--- config.mk ---
export PLATFORM = sky130hd
export DESIGN_NAME = mem_arbiter_flat
export DESIGN_NICKNAME = d
export VERILOG_FILES = /design/src/rtl/cpu_types_pkg.sv /design/src/rtl/mem_arbiter_if.sv /design/src/rtl/mem_arbiter.sv /design/src/flat_wrapper.sv
export SDC_FILE = /design/constraint.sdc
export NUM_CORES = 1
export LEC_CHECK = 0
export ABC_AREA = 1
export CAP_MARGIN = 20
export CELL_PAD_IN_SITES_DETAIL_PLACEMENT = 0
export CELL_PAD_IN_SITES_GLOBAL_PLACEMENT = 1
export CORE_AREA = 2 2 104 106
export DETAILED_ROUTE_END_ITERATION = 10
export DIE_AREA = 0 0 106 108
export DONT_BUFFER_PORTS = 1
export PLACE_DENSITY_LB_ADDON = 0.1
export SETUP_SLACK_MARGIN = 0.15
export SYNTH_ARGS = -nofsm -noshare
export SYNTH_HDL_FRONTEND = slang
export SYNTH_SLANG_ARGS = --single-unit
export TNS_END_PERCENT = 20
--- constraint.sdc ---
create_clock -name CLK -period 1.5 [get_ports CLK]
set_input_delay 0.45 -clock CLK [delete_from_list [all_inputs] [get_ports CLK]]
set_output_delay 0.45 -clock CLK [all_outputs]
set_load 0.01 [all_outputs]
--- src/rtl/cpu_types_pkg.sv ---
// rtl/cpu_types_pkg.sv - shared CPU memory-path types for the cache/RAM arbiter
package cpu_types_pkg;

    typedef logic [31:0] word_t;

    typedef enum logic [1:0] {
        FREE   = 2'd0,
        BUSY   = 2'd1,
        ACCESS = 2'd2,
        ERROR  = 2'd3
    } ramstate_t;

    typedef enum logic [1:0] {
        IDLE  = 2'd0,
        DSERV = 2'd1,
        ISERV = 2'd2
    } arb_state_t;

endpackage

--- src/rtl/mem_arbiter_if.sv ---
// rtl/mem_arbiter_if.sv - cache-side and RAM-side signals of the memory arbiter
interface mem_arbiter_if;
    import cpu_types_pkg::*;

    logic      iREN;
    word_t     iaddr;
    logic      iwait;
    word_t     iload;

    logic      dREN;
    logic      dWEN;
    word_t     daddr;
    word_t     dstore;
    logic      dwait;
    word_t     dload;

    logic      ramREN;
    logic      ramWEN;
    word_t     ramaddr;
    word_t     ramstore;
    word_t     ramload;
    ramstate_t ramstate;

    logic      err;

    modport master (
        input  iREN, iaddr, dREN, dWEN, daddr, dstore, ramload, ramstate,
        output iwait, iload, dwait, dload, ramREN, ramWEN, ramaddr, ramstore, err
    );

    modport slave (
        output iREN, iaddr, dREN, dWEN, daddr, dstore, ramload, ramstate,
        input  iwait, iload, dwait, dload, ramREN, ramWEN, ramaddr, ramstore, err
    );

endinterface

--- src/rtl/mem_arbiter.sv ---
// rtl/mem_arbiter.sv - icache/dcache arbiter onto one RAM port, dcache priority with icache anti-starvation
module mem_arbiter
    import cpu_types_pkg::*;
#(
    parameter int STARVE_MAX = 4,
    parameter int CNT_W      = 3
) (
    input  logic            CLK,
    input  logic            RST,
    mem_arbiter_if.master   bus
);

    arb_state_t       state, state_next;
    logic [CNT_W-1:0] starve_cnt, cnt_next;
    logic             err_q;
    logic             d_req;
    logic             i_forced;

    assign d_req    = bus.dREN | bus.dWEN;
    assign i_forced = bus.iREN && (starve_cnt == CNT_W'(STARVE_MAX));
    assign bus.err  = err_q;

    always_ff @(posedge CLK) begin
        if (RST) begin
            state      <= IDLE;
            starve_cnt <= '0;
            err_q      <= 1'b0;
        end else begin
            state      <= state_next;
            starve_cnt <= cnt_next;
            if (state != IDLE && bus.ramstate == ERROR)
                err_q <= 1'b1;
        end
    end

    always_comb begin
        state_next   = state;
        cnt_next     = starve_cnt;
        bus.ramREN   = 1'b0;
        bus.ramWEN   = 1'b0;
        bus.ramaddr  = '0;
        bus.ramstore = '0;
        bus.iwait    = 1'b1;
        bus.dwait    = 1'b1;
        bus.iload    = bus.ramload;
        bus.dload    = bus.ramload;

        case (state)
            IDLE: begin
                if (!bus.iREN)
                    cnt_next = '0;
                if (d_req && !i_forced) begin
                    state_next = DSERV;
                    // Only dcache wins that overtake a waiting icache count toward starvation.
                    if (bus.iREN && starve_cnt != CNT_W'(STARVE_MAX))
                        cnt_next = starve_cnt + CNT_W'(1);
                end else if (bus.iREN) begin
                    state_next = ISERV;
                    cnt_next   = '0;
                end
            end
            DSERV: begin
                bus.ramaddr  = bus.daddr;
                bus.ramstore = bus.dstore;
                bus.ramWEN   = bus.dWEN;
                bus.ramREN   = bus.dREN & ~bus.dWEN;
                if (!d_req) begin
                    state_next = IDLE;
                end else if (bus.ramstate == ACCESS) begin
                    bus.dwait  = 1'b0;
                    state_next = IDLE;
                end
            end
            ISERV: begin
                bus.ramaddr = bus.iaddr;
                bus.ramREN  = bus.iREN;
                if (!bus.iREN) begin
                    state_next = IDLE;
                end else if (bus.ramstate == ACCESS) begin
                    bus.iwait  = 1'b0;
                    state_next = IDLE;
                end
            end
            default: state_next = IDLE;
        endcase
    end

endmodule

--- src/flat_wrapper.sv ---
// flat-port wrapper written by rule: the top's interface ports become plain ports
module mem_arbiter_flat import cpu_types_pkg::*;
#(
    parameter int STARVE_MAX = 4,
    parameter int CNT_W      = 3
)
  (CLK, RST, bus_iREN, bus_iaddr, bus_dREN, bus_dWEN, bus_daddr, bus_dstore, bus_ramload, bus_ramstate, bus_iwait, bus_iload, bus_dwait, bus_dload, bus_ramREN, bus_ramWEN, bus_ramaddr, bus_ramstore, bus_err);
  mem_arbiter_if bus_i ();
  input  logic CLK;
  input  logic RST;
  input wire logic [$bits(bus_i.iREN)-1:0] bus_iREN;
  input wire logic [$bits(bus_i.iaddr)-1:0] bus_iaddr;
  input wire logic [$bits(bus_i.dREN)-1:0] bus_dREN;
  input wire logic [$bits(bus_i.dWEN)-1:0] bus_dWEN;
  input wire logic [$bits(bus_i.daddr)-1:0] bus_daddr;
  input wire logic [$bits(bus_i.dstore)-1:0] bus_dstore;
  input wire logic [$bits(bus_i.ramload)-1:0] bus_ramload;
  input wire logic [$bits(bus_i.ramstate)-1:0] bus_ramstate;
  output wire logic [$bits(bus_i.iwait)-1:0] bus_iwait;
  output wire logic [$bits(bus_i.iload)-1:0] bus_iload;
  output wire logic [$bits(bus_i.dwait)-1:0] bus_dwait;
  output wire logic [$bits(bus_i.dload)-1:0] bus_dload;
  output wire logic [$bits(bus_i.ramREN)-1:0] bus_ramREN;
  output wire logic [$bits(bus_i.ramWEN)-1:0] bus_ramWEN;
  output wire logic [$bits(bus_i.ramaddr)-1:0] bus_ramaddr;
  output wire logic [$bits(bus_i.ramstore)-1:0] bus_ramstore;
  output wire logic [$bits(bus_i.err)-1:0] bus_err;
  assign bus_i.iREN = bus_iREN;
  assign bus_i.iaddr = bus_iaddr;
  assign bus_i.dREN = bus_dREN;
  assign bus_i.dWEN = bus_dWEN;
  assign bus_i.daddr = bus_daddr;
  assign bus_i.dstore = bus_dstore;
  assign bus_i.ramload = bus_ramload;
  assign bus_i.ramstate = bus_ramstate;
  assign bus_iwait = bus_i.iwait;
  assign bus_iload = bus_i.iload;
  assign bus_dwait = bus_i.dwait;
  assign bus_dload = bus_i.dload;
  assign bus_ramREN = bus_i.ramREN;
  assign bus_ramWEN = bus_i.ramWEN;
  assign bus_ramaddr = bus_i.ramaddr;
  assign bus_ramstore = bus_i.ramstore;
  assign bus_err = bus_i.err;
  mem_arbiter #(.STARVE_MAX(STARVE_MAX), .CNT_W(CNT_W)) u_core (.CLK(CLK), .RST(RST), .bus(bus_i));
endmodule
==> results of run 1 <==
## power groups by stage
stage,logic [W],registers (W),clock network [W]
after detailed placement,0.000767,0.000186,0
final,0.000886,0.000181,0.000271
after global routing,0.000964,0.000183,0.000290
after CTS,0.000902,0.000182,0.000276
after global placement,0.000783,0.000186,0
after floorplan,0.000781,0.000185,0
## per-stage QoR
stage               utilization  instance area [um2]  hold slack (ns)  TNS [ns]  setup slack, ns
finish                    0.209                 2130            0.275    -14.68           -0.263
global route              0.209                 2130            0.271    -18.24           -0.317
CTS                       0.207                 2120            0.272    -15.63           -0.278
detailed placement        0.187                 1910            0.475    -0.793          -0.0580
global placement          0.187                 1910            0.476    -0.706          -0.0596
floorplan                     -                 2150            0.454         0           0.0336
## cells in the final DEF, fill, tap and decap left out, types with 6 or more instances in the layout
| cell type | synthesis | layout |
|---|---|---|
| nand2_1 | 115 | 86 |
| a21oi_1 | 40 | 7 |
| buf_4 | 65 | 9 |
| buf_6 | 1 | 6 |
| nand2_2 | 0 | 29 |
| a21oi_4 | 0 | 31 |
| nand3_1 | 9 | 6 |
| inv_2 | 0 | 31 |
| buf_12 | 0 | 7 |
| inv_1 | 49 | 15 |
## final timing paths
kind | cells past startpoint | slack [ns] | startpoint | to
hold / removal | 1 | 0.28 | RST | u_core.state[0]$_SDFFE_PP0P_
setup reg to reg | 9 | 0.11 | u_core.state[1]$_SDFFE_PP0P_ | u_core.state[0]$_SDFFE_PP0P_
setup / recovery | 5 | -0.26 | u_core.state[1]$_SDFFE_PP0P_ | bus_ramaddr[15]
hold reg to reg | 2 | 0.48 | u_core.starve_cnt[1]$_SDFFE_PP0N_ | u_core.starve_cnt[1]$_SDFFE_PP0N_
## Yosys cell counts (all sizes together)
| cell | number | area, um2 |
|---|---|---|
| nand2 | 115 | 432 |
| buf | 78 | 556 |
| inv | 49 | 184 |
| a21oi | 40 | 200 |
| nand3 | 9 | 45.0 |
| dfxtp | 6 | 120 |
| ha | 6 | 75.1 |
| nor2 | 4 | 15.0 |
| a31oi | 1 | 6.26 |
| nand4 | 1 | 6.26 |
| xor2 | 1 | 8.76 |
## layout make-up
cell class	count	area [um2]	share of cell area
Multi-Input combinational cell	177	1280	0.598
Timing Repair Buffer	24	318	0.149
Inverter	49	196	0.0920
Tap cell	136	170	0.0797
Sequential cell	6	128	0.0598
Clock buffer	4	45.0	0.0211
## logic make-up after synthesis
family | Yosys count | synth area share
AOI/OAI and AO/OA | 41 | 0.125
xor gates and xnor gates | 1 | 0.00532
adders and majority gates | 6 | 0.0456
buffers and inverters | 127 | 0.449
DFF | 6 | 0.0729
and+or+nand+nor | 129 | 0.302
## layer usage
layer	track usage	wire, um
met5	0	0
met2	0.173	3140
met1	0.0904	1880
met3	0.0217	499
met4	0.0273	103
## critical path, stage by stage, from the launching register on
cell,delay (ns)
dfxtp_4,0.37
inv_4,0.05
ha_4,0.29
inv_8,0.06
buf_12,0.15
a21oi_4,0.15
## sequential cells by signal (all words and copies together) (netlist names)
register / cells
u_core.state: 2
u_core.starve_cnt: 3
u_core.bus.err: 1
## timing repair
item                                    in CTS  in global routing
gates resized for setup                     62                  7
setup buffers                                2                  0
pin swaps                                    7                  2
endpoints found under the setup margin      70                 70
gates cloned                                 1                  0
endpoints found under the hold margin        0                  0
==> impl_metrics.py, run 1 <==
metrics = {
    "sta": {
        "finalWorstSetupSlack_ns": -0.263,
        "finalClockSkew_ns": 0.00662,
        "rsz0062_at_grt": "true",
        "min_period_ns": 1.76,
        "tightest_slew_ns": 0.275,
        "drv_slew": 0,
        "finalSetupViolCount": 68,
        "finalCritPeriodShare": 1.18,
        "slew_headroom": 0.816,
        "timing_hold_violations_final": 0,
        "fmaxAchievable_mhz": 567,
    },
    "power": {
        "p_int_w": 0.000710,
        "p_switching_w": 0.000628,
        "irDropWorstVdd_mv": 0.316,
        "swShare": 0.469,
        "power_w": 0.00134,
        "p_clk_frac": 0.202,
        "p_seq_frac": 0.135,
        "power_density_nw_per_um2": 627,
        "cellLeakagePower_nw": 0.835,
        "p_comb_frac": 0.662,
    },
    "die": {
        "die_area_um2": 11400,
        "rows": 37,
        "num_io_pins": 268,
        "start_util": 0.161,
        "core_um2": 10200,
        "fp.dieH_um": 108,
        "die_x_um": 106,
    },
    "clock_network": {
        "numCtsBuffers": 3,
        "clock_latency_ns": 0.23,
        "cts-root-buf": "clkbuf_8",
        "htree_levels": 1,
        "cts_buffer_depth": 2,
        "cts_tree": "done",
        "ctsHoldBuffers": 0,
        "cts.sinks": 6,
        "clk_pin_slew_ns": 0.05,
    },
    "synthesis": {
        "ys_types": 14,
        "yosys_register_bits": 6,
        "synthCells": 310,
        "ys_seq_area_frac": 0.0729,
        "syn_area_um2": 1650,
        "syn_avg_cell_area_um2": 5.32,
        "ys.warnings.count": 0,
        "syn-num-nets": 451,
    },
    "routing": {
        "wire_per_inst_um": 14.2,
        "num_vias": 1569,
        "dr.first_iter.drc_count": 45,
        "vias_per_cell": 3.96,
        "routed_wl_mm": 5.62,
        "dr.pass1.iters": 4,
        "postRouteAntennaNets": 0,
        "drc_errors": 0,
    },
    "global_routing": {
        "grt_pass1_wl_mm": 8.05,
        "antenna_found_initial": 0,
        "grt_pass1_vias": 1596,
        "grtUsageTotal": 0.0875,
        "grt_start_max_net_pins": 25,
        "grt_overflow_total": 0,
    },
    "placement": {
        "gp_congestion": 0.724,
        "dpl.hpwl_mm": 4.75,
        "place_inst": 389,
        "numPortBuffers": 0,
    },
    "critical_path": {
        "crit_path_max_fanout": 11,
        "required_ns": 1.05,
        "cp-start-kind": "flop",
        "critPathArrivalTime_ns": 1.31,
        "worst-setup-path-type": "reg2out",
        "endpoint_kind": "primary output",
    },
    "min_path": {
        "min_path_type": "in2reg",
    },
    "final_layout": {
        "insertedDiodeCount": 0,
        "n_fill_cell": 1187,
        "nets": 402,
        "drive_gt1_frac": 0.504,
        "instances_no_fill": 396,
        "synthToLayoutAreaGrowth_pct": 29.5,
    },
    "status": {
        "outcome": "complete, but fails checks",
        "violations": "negative setup slack",
    },
    "run": {
        "maxCapViolations": 0,
    },
}
No activity file was read; power rests on OpenSTA's default activity.
==> run 2: changes to the inputs <==
- PLACE_DENSITY_LB_ADDON: 0.1 -> 0.3
- SKIP_CTS_REPAIR_TIMING: unset -> 1
==> impl_metrics.py, run 2 (synthesis results as in run 1) <==
metrics = {
    "status": {
        "outcome": "complete, but fails checks",
        "violations": "negative setup slack",
    },
    "routing": {
        "vias_per_cell": 3.99,
        "dr.first_iter.drc_count": 70,
        "drc_errors": 0,
        "num_vias": 1576,
        "postRouteAntennaNets": 0,
        "routed_wl_mm": 5.93,
        "dr.pass1.iters": 4,
        "wire_per_inst_um": 15.0,
    },
    "clock_network": {
        "clk_pin_slew_ns": 0.04,
        "cts_buffer_depth": 2,
        "htree_levels": 1,
        "cts-root-buf": "clkbuf_8",
        "cts_tree": "done",
        "numCtsBuffers": 3,
        "cts.sinks": 6,
        "clock_latency_ns": 0.23,
    },
    "die": {
        "start_util": 0.161,
        "num_io_pins": 268,
        "rows": 37,
        "core_um2": 10200,
        "fp.dieH_um": 108,
        "die_x_um": 106,
        "die_area_um2": 11400,
    },
    "sta": {
        "finalCritPeriodShare": 1.19,
        "rsz0062_at_grt": "true",
        "slew_headroom": 0.845,
        "timing_hold_violations_final": 0,
        "finalWorstSetupSlack_ns": -0.285,
        "min_period_ns": 1.78,
        "finalClockSkew_ns": 0.00406,
        "drv_slew": 0,
        "fmaxAchievable_mhz": 560,
        "finalSetupViolCount": 68,
        "tightest_slew_ns": 0.232,
    },
    "power": {
        "power_w": 0.00132,
        "p_comb_frac": 0.663,
        "irDropWorstVdd_mv": 0.346,
        "swShare": 0.468,
        "p_int_w": 0.000703,
        "cellLeakagePower_nw": 0.854,
        "p_clk_frac": 0.198,
        "power_density_nw_per_um2": 614,
        "p_seq_frac": 0.139,
        "p_switching_w": 0.000620,
    },
    "final_layout": {
        "multiInputGateArea_um2": 1260,
        "top_register": "u_core.starve_cnt",
        "insertedDiodeCount": 0,
        "final_common_cell": "nand2_1",
        "instances_no_fill": 395,
        "largest_reg_flops": 3,
        "final_cell_mix": "nand2_1, a21oi_4, inv_2, nand2_2, inv_1",
        "drive_gt1_frac": 0.463,
        "nets": 401,
        "seq_area_um2": 128,
        "synthToLayoutAreaGrowth_pct": 30.8,
        "n_fill_cell": 1146,
    },
    "run": {
        "maxCapViolations": 0,
    },
    "critical_path": {
        "cpPeakStageDelay_ns": 0.36,
        "rr_worst_depth": 10,
        "worstReg2RegEnd": "u_core.state[1]$_SDFFE_PP0P_",
        "crit_path_max_fanout": 6,
        "cp-start-kind": "flop",
        "crit_path_cell_trace": "inv_4, ha_4, clkbuf_16, nand2_2, a21oi_4",
        "crit_slowest_cell": "dfxtp_4",
        "r2r_setup_slack_ns": 0.11,
        "r2r_start": "u_core.state[1]$_SDFFE_PP0P_",
        "critPathArrivalTime_ns": 1.33,
        "worst-setup-path-type": "reg2out",
        "required_ns": 1.05,
        "endpoint_kind": "primary output",
    },
    "placement": {
        "place_ws_ns": -0.105,
        "numPortBuffers": 0,
        "dpl.hpwl_mm": 4.52,
        "gp_congestion": 0.765,
        "place_inst": 382,
    },
    "min_path": {
        "min_from": "RST",
        "min_path_type": "in2reg",
        "hold_end": "u_core.state[0]$_SDFFE_PP0P_",
        "holdPathStages": 1,
    },
    "global_routing": {
        "grt_overflow_total": 0,
        "grt_pass1_wl_mm": 7.47,
        "grt_start_max_net_pins": 33,
        "grt_pass1_vias": 1423,
        "grtUsageTotal": 0.0825,
        "antenna_found_initial": 0,
    },
}
[run 2: cell types whose count changed in the layout (fill, tap and decap cells not counted), moves of 2 or more]
cell | before | now
nand2_2 | 29 | 14
nand2_4 | 0 | 2
nand2_1 | 86 | 99
inv_1 | 15 | 13
clkbuf_16 | 0 | 5
a21oi_1 | 7 | 5
inv_2 | 31 | 33
buf_6 | 6 | 2
a21oi_4 | 31 | 33
[run 2: layout make-up]
class,instances,share of cell area
Sequential cell,6,0.0592
Tap cell,136,0.0790
Inverter,49,0.0912
Multi-Input combinational cell,177,0.587
Timing Repair Buffer,23,0.163
Clock buffer,4,0.0209
[run 2: worst max path at each step]
| stage | cells after the start | startpoint | slack (ns) | end |
|---|---|---|---|---|
| after CTS | 5 | u_core.state[0]$_SDFFE_PP0P_ | -0.35 | bus_ramaddr[3] |
| after floorplan | 5 | u_core.state[0]$_SDFFE_PP0P_ | 0.03 | bus_ramREN |
| final | 5 | u_core.state[0]$_SDFFE_PP0P_ | -0.28 | bus_ramaddr[29] |
| after global routing | 5 | u_core.state[0]$_SDFFE_PP0P_ | -0.34 | bus_ramaddr[29] |
| after detailed placement | 5 | u_core.state[0]$_SDFFE_PP0P_ | -0.11 | bus_ramaddr[3] |
| after global placement | 5 | u_core.state[0]$_SDFFE_PP0P_ | -0.1 | bus_ramaddr[3] |
[run 2: worst max-delay path: cells and delay by family, from the launching register on]
kind	cells	cell delay (ns)
flip-flops	1	0.36
buffers and inverters	2	0.27
adder cells (fa/ha/maj)	1	0.23
AO/OA/AOI/OAI	1	0.18
AND/OR/NAND/NOR	1	0.07
[run 2: power by group through the flow]
stage / clock (W) / combinational [W] / sequential [W]
after floorplan: 0 / 0.000781 / 0.000185
after global placement: 0 / 0.000725 / 0.000186
after detailed placement: 0 / 0.000728 / 0.000186
after CTS: 0.000271 / 0.000733 / 0.000184
after global routing: 0.000285 / 0.000950 / 0.000186
final: 0.000262 / 0.000877 / 0.000183
[run 2: metal layers]
| layer | up-vias | global-route usage | part of all wire |
|---|---|---|---|
| met1 | 700 | 0.0915 | 0.38 |
| met2 | 92 | 0.147 | 0.51 |
| met4 | 0 | 0.0320 | 0.020 |
| li1 | 762 | - | - |
| met3 | 22 | 0.0271 | 0.091 |
| met5 | - | 0 | 0 |
[run 2: metrics by stage]
stage          hold slack [ns]  area, um2  utilization  setup TNS (ns)
2_1_floorplan            0.454       2150            -               0
3_3_place_gp             0.470       1860        0.182          -0.604
3_5_place_dp             0.473       1860        0.182          -0.979
4_1_cts                  0.276       1900        0.186          -15.47
5_1_grt                  0.258       2150        0.211          -19.32
6_report                 0.270       2150        0.211          -14.87
==> run 3: changes to the inputs <==
- SLEW_MARGIN: unset -> 20
==> results of run 3 <==
The final DEF is identical to that of run 2; final timing and power are the same.
